==> src/rtl/mem_arbiter.sv <==
// mem_arbiter: shares the 64Kx32 data memory among ex, accel and cpu.
// Define ARB_ROUND_ROBIN_EN for rotating priority (default: fixed ex > accel > cpu).
module mem_arbiter #(
    parameter int BURST_LEN = 16
) (
    input  logic                    clk,
    input  logic                    rst_n,
    input  logic                    ex_req,
    input  logic                    ex_wrt_en,
    input  logic [15:0]             ex_addr,
    input  logic [31:0]             ex_wrt_data,
    output logic                    ex_gnt,
    output logic                    ex_rd_valid,
    input  logic                    accel_req,
    input  logic                    accel_wrt_en,
    input  logic [15:0]             accel_addr,
    input  logic [31:0]             accel_wrt_data,
    output logic                    accel_gnt,
    output logic                    accel_rd_valid,
    output logic [32*BURST_LEN-1:0] accel_rd_data,
    input  logic                    cpu_req,
    input  logic                    cpu_wrt_en,
    input  logic [15:0]             cpu_addr,
    input  logic [31:0]             cpu_wrt_data,
    output logic                    cpu_gnt,
    output logic                    cpu_rd_valid,
    output logic [31:0]             rd_data,
    output logic                    mem_en,
    output logic                    mem_wrt_en,
    output logic [15:0]             mem_addr,
    output logic [31:0]             mem_wrt_data,
    input  logic [31:0]             mem_rd_data
);

    // BURST_LEN must be a power of two >= 2: bursts are aligned on it.
    localparam int IW = $clog2(BURST_LEN);

    typedef enum logic [1:0] {IDLE, ISSUE, BURST, DRAIN} state_t;

    localparam logic [1:0] SRC_EX    = 2'd0;
    localparam logic [1:0] SRC_ACCEL = 2'd1;
    localparam logic [1:0] SRC_CPU   = 2'd2;

    state_t        state;
    logic [1:0]    cur_src;
    logic          win_v;
    logic [1:0]    win_src;
    logic          sel_we;
    logic [15:0]   sel_addr;
    logic [31:0]   sel_data;
    logic          cap_v;
    logic [1:0]    cap_src;
    logic [IW-1:0] cap_idx;

    assign win_v = ex_req | accel_req | cpu_req;

`ifdef ARB_ROUND_ROBIN_EN
    logic [1:0] last_src;

    // Rotating priority: the requester after the last winner goes first
    always_comb begin
        win_src = SRC_EX;
        unique case (last_src)
            SRC_EX: begin
                if (accel_req)    win_src = SRC_ACCEL;
                else if (cpu_req) win_src = SRC_CPU;
                else              win_src = SRC_EX;
            end
            SRC_ACCEL: begin
                if (cpu_req)        win_src = SRC_CPU;
                else if (ex_req)    win_src = SRC_EX;
                else                win_src = SRC_ACCEL;
            end
            default: begin
                if (ex_req)         win_src = SRC_EX;
                else if (accel_req) win_src = SRC_ACCEL;
                else                win_src = SRC_CPU;
            end
        endcase
    end

    // Remember the last winner; reset value makes ex highest first
    always_ff @(posedge clk or negedge rst_n) begin
        if (!rst_n) begin
            last_src <= SRC_CPU;
        end else if (state == IDLE && win_v) begin
            last_src <= win_src;
        end
    end
`else
    // Fixed priority: ex > accel > cpu
    always_comb begin
        win_src = SRC_CPU;
        priority case (1'b1)
            ex_req:    win_src = SRC_EX;
            accel_req: win_src = SRC_ACCEL;
            default:   win_src = SRC_CPU;
        endcase
    end
`endif

    // Route the winner's request fields toward the memory port
    always_comb begin
        sel_we   = cpu_wrt_en;
        sel_addr = cpu_addr;
        sel_data = cpu_wrt_data;
        unique case (win_src)
            SRC_EX: begin
                sel_we   = ex_wrt_en;
                sel_addr = ex_addr;
                sel_data = ex_wrt_data;
            end
            SRC_ACCEL: begin
                sel_we   = accel_wrt_en;
                sel_addr = accel_addr;
                sel_data = accel_wrt_data;
            end
            default: ;
        endcase
    end

    // Arbitration FSM driving grants and the memory strobe
    always_ff @(posedge clk or negedge rst_n) begin
        if (!rst_n) begin
            state        <= IDLE;
            cur_src      <= SRC_EX;
            ex_gnt       <= 1'b0;
            accel_gnt    <= 1'b0;
            cpu_gnt      <= 1'b0;
            mem_en       <= 1'b0;
            mem_wrt_en   <= 1'b0;
            mem_addr     <= '0;
            mem_wrt_data <= '0;
        end else begin
            ex_gnt    <= 1'b0;
            accel_gnt <= 1'b0;
            cpu_gnt   <= 1'b0;
            unique case (state)
                IDLE: begin
                    if (win_v) begin
                        cur_src      <= win_src;
                        ex_gnt       <= (win_src == SRC_EX);
                        accel_gnt    <= (win_src == SRC_ACCEL);
                        cpu_gnt      <= (win_src == SRC_CPU);
                        mem_en       <= 1'b1;
                        mem_wrt_en   <= sel_we;
                        mem_wrt_data <= sel_data;
                        if (win_src == SRC_ACCEL && !sel_we) begin
                            mem_addr <= {sel_addr[15:IW], {IW{1'b0}}};
                            state    <= BURST;
                        end else begin
                            mem_addr <= sel_addr;
                            state    <= ISSUE;
                        end
                    end
                end
                ISSUE: begin
                    mem_en     <= 1'b0;
                    mem_wrt_en <= 1'b0;
                    state      <= IDLE;
                end
                BURST: begin
                    // Aligned base: low bits of the address count the beat
                    if (mem_addr[IW-1:0] == IW'(BURST_LEN - 1)) begin
                        mem_en <= 1'b0;
                        state  <= DRAIN;
                    end else begin
                        mem_addr <= mem_addr + 16'd1;
                    end
                end
                DRAIN: begin
                    state <= IDLE;
                end
                default: begin
                    state <= IDLE;
                end
            endcase
        end
    end

    // Read return: tag each read strobe, capture its data one cycle later
    always_ff @(posedge clk or negedge rst_n) begin
        if (!rst_n) begin
            cap_v          <= 1'b0;
            cap_src        <= SRC_EX;
            cap_idx        <= '0;
            rd_data        <= '0;
            accel_rd_data  <= '0;
            ex_rd_valid    <= 1'b0;
            accel_rd_valid <= 1'b0;
            cpu_rd_valid   <= 1'b0;
        end else begin
            cap_v          <= mem_en & ~mem_wrt_en;
            cap_src        <= cur_src;
            cap_idx        <= mem_addr[IW-1:0];
            ex_rd_valid    <= 1'b0;
            accel_rd_valid <= 1'b0;
            cpu_rd_valid   <= 1'b0;
            if (cap_v) begin
                if (cap_src == SRC_ACCEL) begin
                    accel_rd_data[32*cap_idx +: 32] <= mem_rd_data;
                    accel_rd_valid <= (cap_idx == IW'(BURST_LEN - 1));
                end else begin
                    rd_data      <= mem_rd_data;
                    ex_rd_valid  <= (cap_src == SRC_EX);
                    cpu_rd_valid <= (cap_src == SRC_CPU);
                end
            end
        end
    end

endmodule

==> config.mk <==
export PLATFORM = sky130hd
export DESIGN_NAME = mem_arbiter
export DESIGN_NICKNAME = d
export VERILOG_FILES = /design/src/rtl/mem_arbiter.sv
export SDC_FILE = /design/constraint.sdc
export NUM_CORES = 1
export LEC_CHECK = 0
export BUFFER_PORTS_ARGS = -buffer_cell sky130_fd_sc_hd__buf_2
export CAP_MARGIN = 20
export CORE_AREA = 2 2 303 305
export CTS_BUF_LIST = sky130_fd_sc_hd__clkbuf_16
export DETAILED_ROUTE_END_ITERATION = 8
export DIE_AREA = 0 0 305 307
export PLACE_DENSITY = 0.54
export SLEW_MARGIN = 30
export SYNTH_ARGS = -nofsm -noshare
export SYNTH_HDL_FRONTEND = slang
export SYNTH_SLANG_ARGS = --single-unit
==> constraint.sdc <==
create_clock -name clk -period 3.3 [get_ports clk]
set_input_delay 0.165 -clock clk [delete_from_list [all_inputs] [get_ports clk]]
set_output_delay 0.165 -clock clk [all_outputs]
set_load 0.05 [all_outputs]
## Yosys cells after proc, flatten, opt, wreduce, memory -nomap -nowiden

Index checks and enable logic that the tools add are counted.

- Word-level logic and storage cells: 85
- Register bits: 611
- Input port bits: 184

- Equality and inequality tests: 12
- Multiplexer cells: 31
- Bitwise gates (word level): 5
- Shift operators: 2
- Add/sub/neg operators: 2
- Reductions and logical operators: 16

Operators by type and width:

| cell | count |
|---|---|
| 512-bit bitwise mux | 1 |
| 32-bit by 34-bit variable shift with 512-bit output, first input constant | 1 |
| 32-bit by 34-bit indexed part select with 512-bit output | 1 |
| 16-bit one-hot mux with 2 select lines | 2 |
| 32-bit one-hot mux with 2 select lines | 1 |
| 9-bit negation with 34-bit output | 1 |
| 16-bit two-way mux | 2 |
| 16-bit by 1-bit adder with 16-bit output, second input constant | 1 |
| 1-bit two-way mux | 15 |
| 2-bit two-way mux | 5 |
| 2-bit AND reduction | 5 |
| 2-bit == test, second input constant | 4 |
| 4-bit == test, second input constant | 2 |
| 2-bit by 1-bit == test with 1-bit output, second input constant | 3 |
| 2-bit logical NOT | 3 |
| 2-bit inequality test, second input constant | 3 |
| 2-bit one-hot mux with 3 select lines | 1 |
| 3-bit AND reduction | 2 |
| 4-bit two-way mux | 1 |
| 1-bit one-hot mux with 2 select lines | 2 |
| 2-bit nonzero test | 2 |
| 1-bit one-hot mux with 3 select lines | 1 |
| 3-bit nonzero test | 1 |
| 1-bit inverter | 2 |
| other kinds (5) | 6 |

## Longest topological paths before layout

- Word-level depth: 9
- Depth in mapped cells: 13
- Mapped depth without buffers: 6

## Least setup slack after synthesis

No wires, ideal clock.

- Kind: register to register
- Start: reg cap_idx[0]
- End: reg accel_rd_data[322]
- Library setup time: 93 ps
- Clock period less this slack: 3024 ps
- Slack: 276 ps
- Required time: 3207 ps
- Stages on the path, launching flop included: 14
- Arrival: 2930 ps
- Path through: dfrtp_1 -> buf_2 -> buf_1 -> inv_1 -> ha_1 -> clkbuf_1 -> nand2b_1 -> or4_1 -> buf_2 -> buf_6 -> or2_1 -> buf_2 -> buf_6 -> o31ai_2

- Word-level cells in the longest chain between the ends: 3
- Elaborated cells on any way between the ends: 4
- Classes of those cells: add/sub (1); shift (2); mux (1)

RTL lines:

| item | line | RTL |
|---|---|---|
| start, declared | 53 | `logic [IW-1:0] cap_idx;` |
| start signal, assigned | 195 | `cap_idx <= mem_addr[IW-1:0];` |
| 9-bit negation with 34-bit output (*) | 201 | `accel_rd_data[32*cap_idx +: 32] <= mem_rd_data;` |
| 32-bit by 34-bit indexed part select with 512-bit output or 32-bit by 34-bit variable shift with 512-bit output (tied branches) | 201 |  |
| 512-bit bitwise mux (*) | 201 |  |
| end signal, assigned by index | 201 |  |
| end, declared | 20 | `output logic [32*BURST_LEN-1:0] accel_rd_data,` |

Every way passes the cells marked *; elsewhere a longest branch is shown, timed or not.
A chain may end at the register's enable or synchronous reset.

## Worst setup path after layout

- Start: reg cap_idx[0]
- End: reg accel_rd_data[175]

Same word-level chain as after synthesis.

==> flow_summary.html <==
<table>
<tr><th>Metric</th><th>Value</th></tr>
<tr><th colspan="2">Clock tree</th></tr>
<tr><td>Clock latency on the worst-skew pair</td><td>640 ps</td></tr>
<tr><td>Count of clock tree sinks</td><td>611</td></tr>
<tr><td>Number of buffers created by CTS</td><td>71</td></tr>
<tr><td>CTS H-Tree Depth</td><td>3</td></tr>
<tr><td>Root buf cell</td><td>clkbuf_16</td></tr>
<tr><td>Number of gates resized after cts</td><td>0</td></tr>
<tr><td>CTS clock-pin slew for the worst setup and hold paths</td><td>60 ps</td></tr>
<tr><td>CTS tree</td><td>built</td></tr>
<tr><td>Clock Path Buffers</td><td>3</td></tr>
<tr><th colspan="2">STA</th></tr>
<tr><td>Setup clock skew after layout</td><td>24.0 ps</td></tr>
<tr><td>Worst Hold Slack</td><td>21.4 ps</td></tr>
<tr><td>Number of endpoints with negative hold slack in the final report</td><td>0</td></tr>
<tr><td>Worst-margin pin slew</td><td>842 ps</td></tr>
<tr><td>Number of max-slew violations in the final report</td><td>0</td></tr>
<tr><td>Setup violation total in the final timing report</td><td>0</td></tr>
<tr><td>Total Neg Setup Slack</td><td>0 ps</td></tr>
<tr><td>Period Utilization, post-route</td><td>89.9%</td></tr>
<tr><td>Unrepaired setup endpoints after global routing</td><td>no</td></tr>
<tr><td>Post-layout minimum cycle time</td><td>2970 ps</td></tr>
<tr><td>Slew Limit Headroom</td><td>43.9%</td></tr>
<tr><td>Max Clock Freq</td><td>0.337 GHz</td></tr>
<tr><th colspan="2">Route</th></tr>
<tr><td>Routed Wire Length</td><td>119 mm</td></tr>
<tr><td>Count of TritonRoute iterations in the first routing pass</td><td>5</td></tr>
<tr><td>Avg WL per Cell</td><td>25.5 um</td></tr>
<tr><td>DRC violations left</td><td>0</td></tr>
<tr><td>Number of design-rule violations left by the first detailed-router iteration</td><td>2173</td></tr>
<tr><td>Overall via count from detail_route</td><td>23925</td></tr>
<tr><td>Via-per-instance ratio</td><td>5.15</td></tr>
<tr><td>Antenna viol nets, final</td><td>0</td></tr>
<tr><th colspan="2">Global route</th></tr>
<tr><td>Global-route wire length before repair</td><td>169 mm</td></tr>
<tr><td>Number of global-route vias before repair</td><td>23116</td></tr>
<tr><td>Overflow left after global routing</td><td>0</td></tr>
<tr><td>Largest net degree at the start of global routing</td><td>109</td></tr>
<tr><td>Initial antenna violation count</td><td>8</td></tr>
<tr><td>Global-route usage over all layers</td><td>24.5%</td></tr>
<tr><th colspan="2">Yosys</th></tr>
<tr><td>FF+latch count, synth</td><td>611</td></tr>
<tr><td>Count leader, synth</td><td>dfrtp_1</td></tr>
<tr><td>Synthesis Warnings</td><td>0</td></tr>
<tr><td>Main flop type after synthesis</td><td>dfrtp_1</td></tr>
<tr><td>Post-Syn Instances</td><td>2621</td></tr>
<tr><td>Most frequent cells after synthesis</td><td>dfrtp_1 (611), o21ai_1 (405), nand2_1 (310)</td></tr>
<tr><td>Synth cell types</td><td>57</td></tr>
<tr><td>Proportion of synthesized chip area in sequential cells</td><td>58.2%</td></tr>
<tr><td>Async SR Flop Fraction</td><td>100%</td></tr>
<tr><td>Count of flip-flops with a built-in enable after synthesis</td><td>0</td></tr>
<tr><td>Mapped Nets</td><td>2813</td></tr>
<tr><td>Cells taking the most area after synthesis</td><td>dfrtp_1 (58%), o21ai_1 (7.7%), nand2_1 (4.4%)</td></tr>
<tr><td>Cell area after synthesis</td><td>26300 um2</td></tr>
<tr><td>Mean cell area of the mapped netlist</td><td>10.0 um2</td></tr>
<tr><td>Cell type with the highest aggregate area in the netlist</td><td>dfrtp_1</td></tr>
<tr><td>Area share of the largest cell type after synthesis</td><td>58.2%</td></tr>
<tr><th colspan="2">Floorplan</th></tr>
<tr><td>Area inside the core boundary</td><td>90700 um2</td></tr>
<tr><td>IO Count</td><td>784</td></tr>
<tr><td>Starting Density</td><td>28.9%</td></tr>
<tr><td>Chip width</td><td>305 um</td></tr>
<tr><td>Area enclosed by the die boundary</td><td>93600 um2</td></tr>
<tr><td>Die height</td><td>307 um</td></tr>
<tr><td>Row count</td><td>111</td></tr>
<tr><th colspan="2">Setup path</th></tr>
<tr><td>Arrival time worst endpoint</td><td>3510 ps</td></tr>
<tr><td>Critical path peak fanout</td><td>25</td></tr>
<tr><td>Setup crit start kind</td><td>register</td></tr>
<tr><td>CP bufs+invs</td><td>2</td></tr>
<tr><td>Ordered cell list for the critical path</td><td>inv_1, ha_1, o21bai_1, a2111o_2, or2_1, buf_4, o21ai_1</td></tr>
<tr><td>Maximum single-stage delay on the critical path</td><td>740 ps</td></tr>
<tr><td>Crit end category</td><td>register</td></tr>
<tr><td>Data required time of the critical path</td><td>3850 ps</td></tr>
<tr><td>CP Class</td><td>reg2reg</td></tr>
<tr><td>Critical Path Slowest Stage Cell</td><td>a2111o_2</td></tr>
<tr><td>Cell class contributing the biggest share of worst-path delay</td><td>compound AO/OA/AOI/OAI gates</td></tr>
<tr><th colspan="2">Pwr</th></tr>
<tr><td>VDD IR-drop max</td><td>0.616 mV</td></tr>
<tr><td>Power density normalized to cell area</td><td>1170 nW/um2</td></tr>
<tr><td>Power Total</td><td>40.6 mW</td></tr>
<tr><td>Lkg Pwr</td><td>15.4 nW</td></tr>
<tr><th colspan="2">Run</th></tr>
<tr><td>Max-cap violations</td><td>0</td></tr>
<tr><th colspan="2">Finish</th></tr>
<tr><td>Final #Nets</td><td>3595</td></tr>
<tr><td>Share of post-route cells with drive strength above 1</td><td>32.0%</td></tr>
<tr><td>Final core utilization</td><td>38.4%</td></tr>
<tr><td>Final standard cell count with taps included and fillers excluded</td><td>4646</td></tr>
<tr><td>Syn-to-layout area delta</td><td>32.7%</td></tr>
<tr><th colspan="2">Placement</th></tr>
<tr><td>Input/output buffers</td><td>783</td></tr>
<tr><td>HPWL after detailed placement</td><td>81.7 mm</td></tr>
<tr><td>Final RePlAce weighted congestion</td><td>0.878</td></tr>
<tr><td># placed instances</td><td>4431</td></tr>
<tr><th colspan="2">Status</th></tr>
<tr><td>Outcome</td><td>completed</td></tr>
<tr><th colspan="2">Hold path</th></tr>
<tr><td>Classification of the worst-slack hold path</td><td>in2reg</td></tr>
</table>
-- logic make-up after synthesis --
logic type | Yosys count | share of synthesized area, %
mux | 95 | 3.68
xor+xnor | 2 | 0.0667
simple gates | 642 | 11.2
flops | 611 | 58.2
buf+inv | 382 | 5.64
compound gates | 881 | 20.8
fa+ha+maj | 8 | 0.381
-- worst reg2reg max path, delay by kind of cell (launching register included) --
family / cells / cell delay [ps]
adders and majority gates: 1 / 320
AOI/OAI and AO/OA: 3 / 1220
DFF: 1 / 390
and+or+nand+nor: 1 / 550
buffers and inverters: 2 / 420
-- layout make-up --
class	count	area, um2
clock buffer	72	1800
tap	1186	1480
clock inverter	53	449
fill	9205	55900
sequential	611	15300
timing repair buffer	961	5620
inverter	130	488
multi-input combinational	1628	9680
antenna	5	12.5
-- per-stage QoR --
stage	instance area [um2]	setup WS (ps)
floorplan	26300	276
global placement	31700	285
detailed placement	31700	399
CTS	34800	381
global route	34800	195
finish	34800	334
-- worst paths after layout --
kind / to / slack [ps] / start / cells after the start
worst min register to register: cap_src[0] / 390 / cur_src[0] / 0
min in group asynchronous: accel_rd_data[503] / 160 / rst_n / 2
max in group asynchronous: rd_data[16] / 2130 / rst_n / 3
worst max register to register: accel_rd_data[175] / 330 / cap_idx[0] / 7
worst max-delay path: accel_rd_data[175] / 330 / cap_idx[0] / 7
worst min-delay path: accel_rd_data[16] / 20 / mem_rd_data[16] / 3
-- where the power goes --
part	total (mW)	switching, mW	internal [mW]
clock network	7.80	3.35	4.44
registers	11.8	1.77	10.1
logic	21.0	16.7	4.34
-- cell usage in the layout, fill, tap and decap left out, drive strengths merged, types with 4 or more instances in the layout --
master | synthesis | layout
nand3b | 4 | 4
nand2b | 6 | 6
inv | 130 | 148
nor2 | 57 | 57
clkinv | 0 | 29
diode | 0 | 5
a21o | 73 | 73
mux2 | 12 | 12
o31ai | 125 | 125
nand2 | 310 | 310
clkbuf | 212 | 72
nand3 | 71 | 71
a21bo | 64 | 64
or2 | 12 | 12
mux2i | 83 | 83
nand4 | 71 | 71
ha | 8 | 8
bufinv | 0 | 6
o21ai | 552 | 552
dfrtp | 611 | 611
nor3 | 82 | 82
nor2b | 5 | 5
a21oi | 44 | 44
dlygate4sd3 | 0 | 85
or3 | 7 | 7
buf | 40 | 876
-- timing repair --
action	CTS	global route
hold buffers	85	0
hold endpoints to repair	162	0
buffers inserted	0	0
-- flip-flops by register name, indices dropped and copies added, names as in the netlist --
register        flops
mem_en              1
cur_src             2
accel_rd_data     512
cap_idx             4
mem_wrt_en          1
accel_rd_valid      1
mem_addr           16
cpu_gnt             1
cap_src             2
cap_v               1
rd_data            32
mem_wrt_data       32
state               2
accel_gnt           1
ex_rd_valid         1
ex_gnt              1
cpu_rd_valid        1
-- metal layers --
layer	global-route usage (%)	routed length, um	vias to the layer above
met5	0	0	-
met3	5.61	8360	191
met2	40.8	57500	1046
li1	-	-	10684
met1	30.7	47900	12004
met4	9.82	4850	0
No activity file was read; power rests on OpenSTA's default activity.
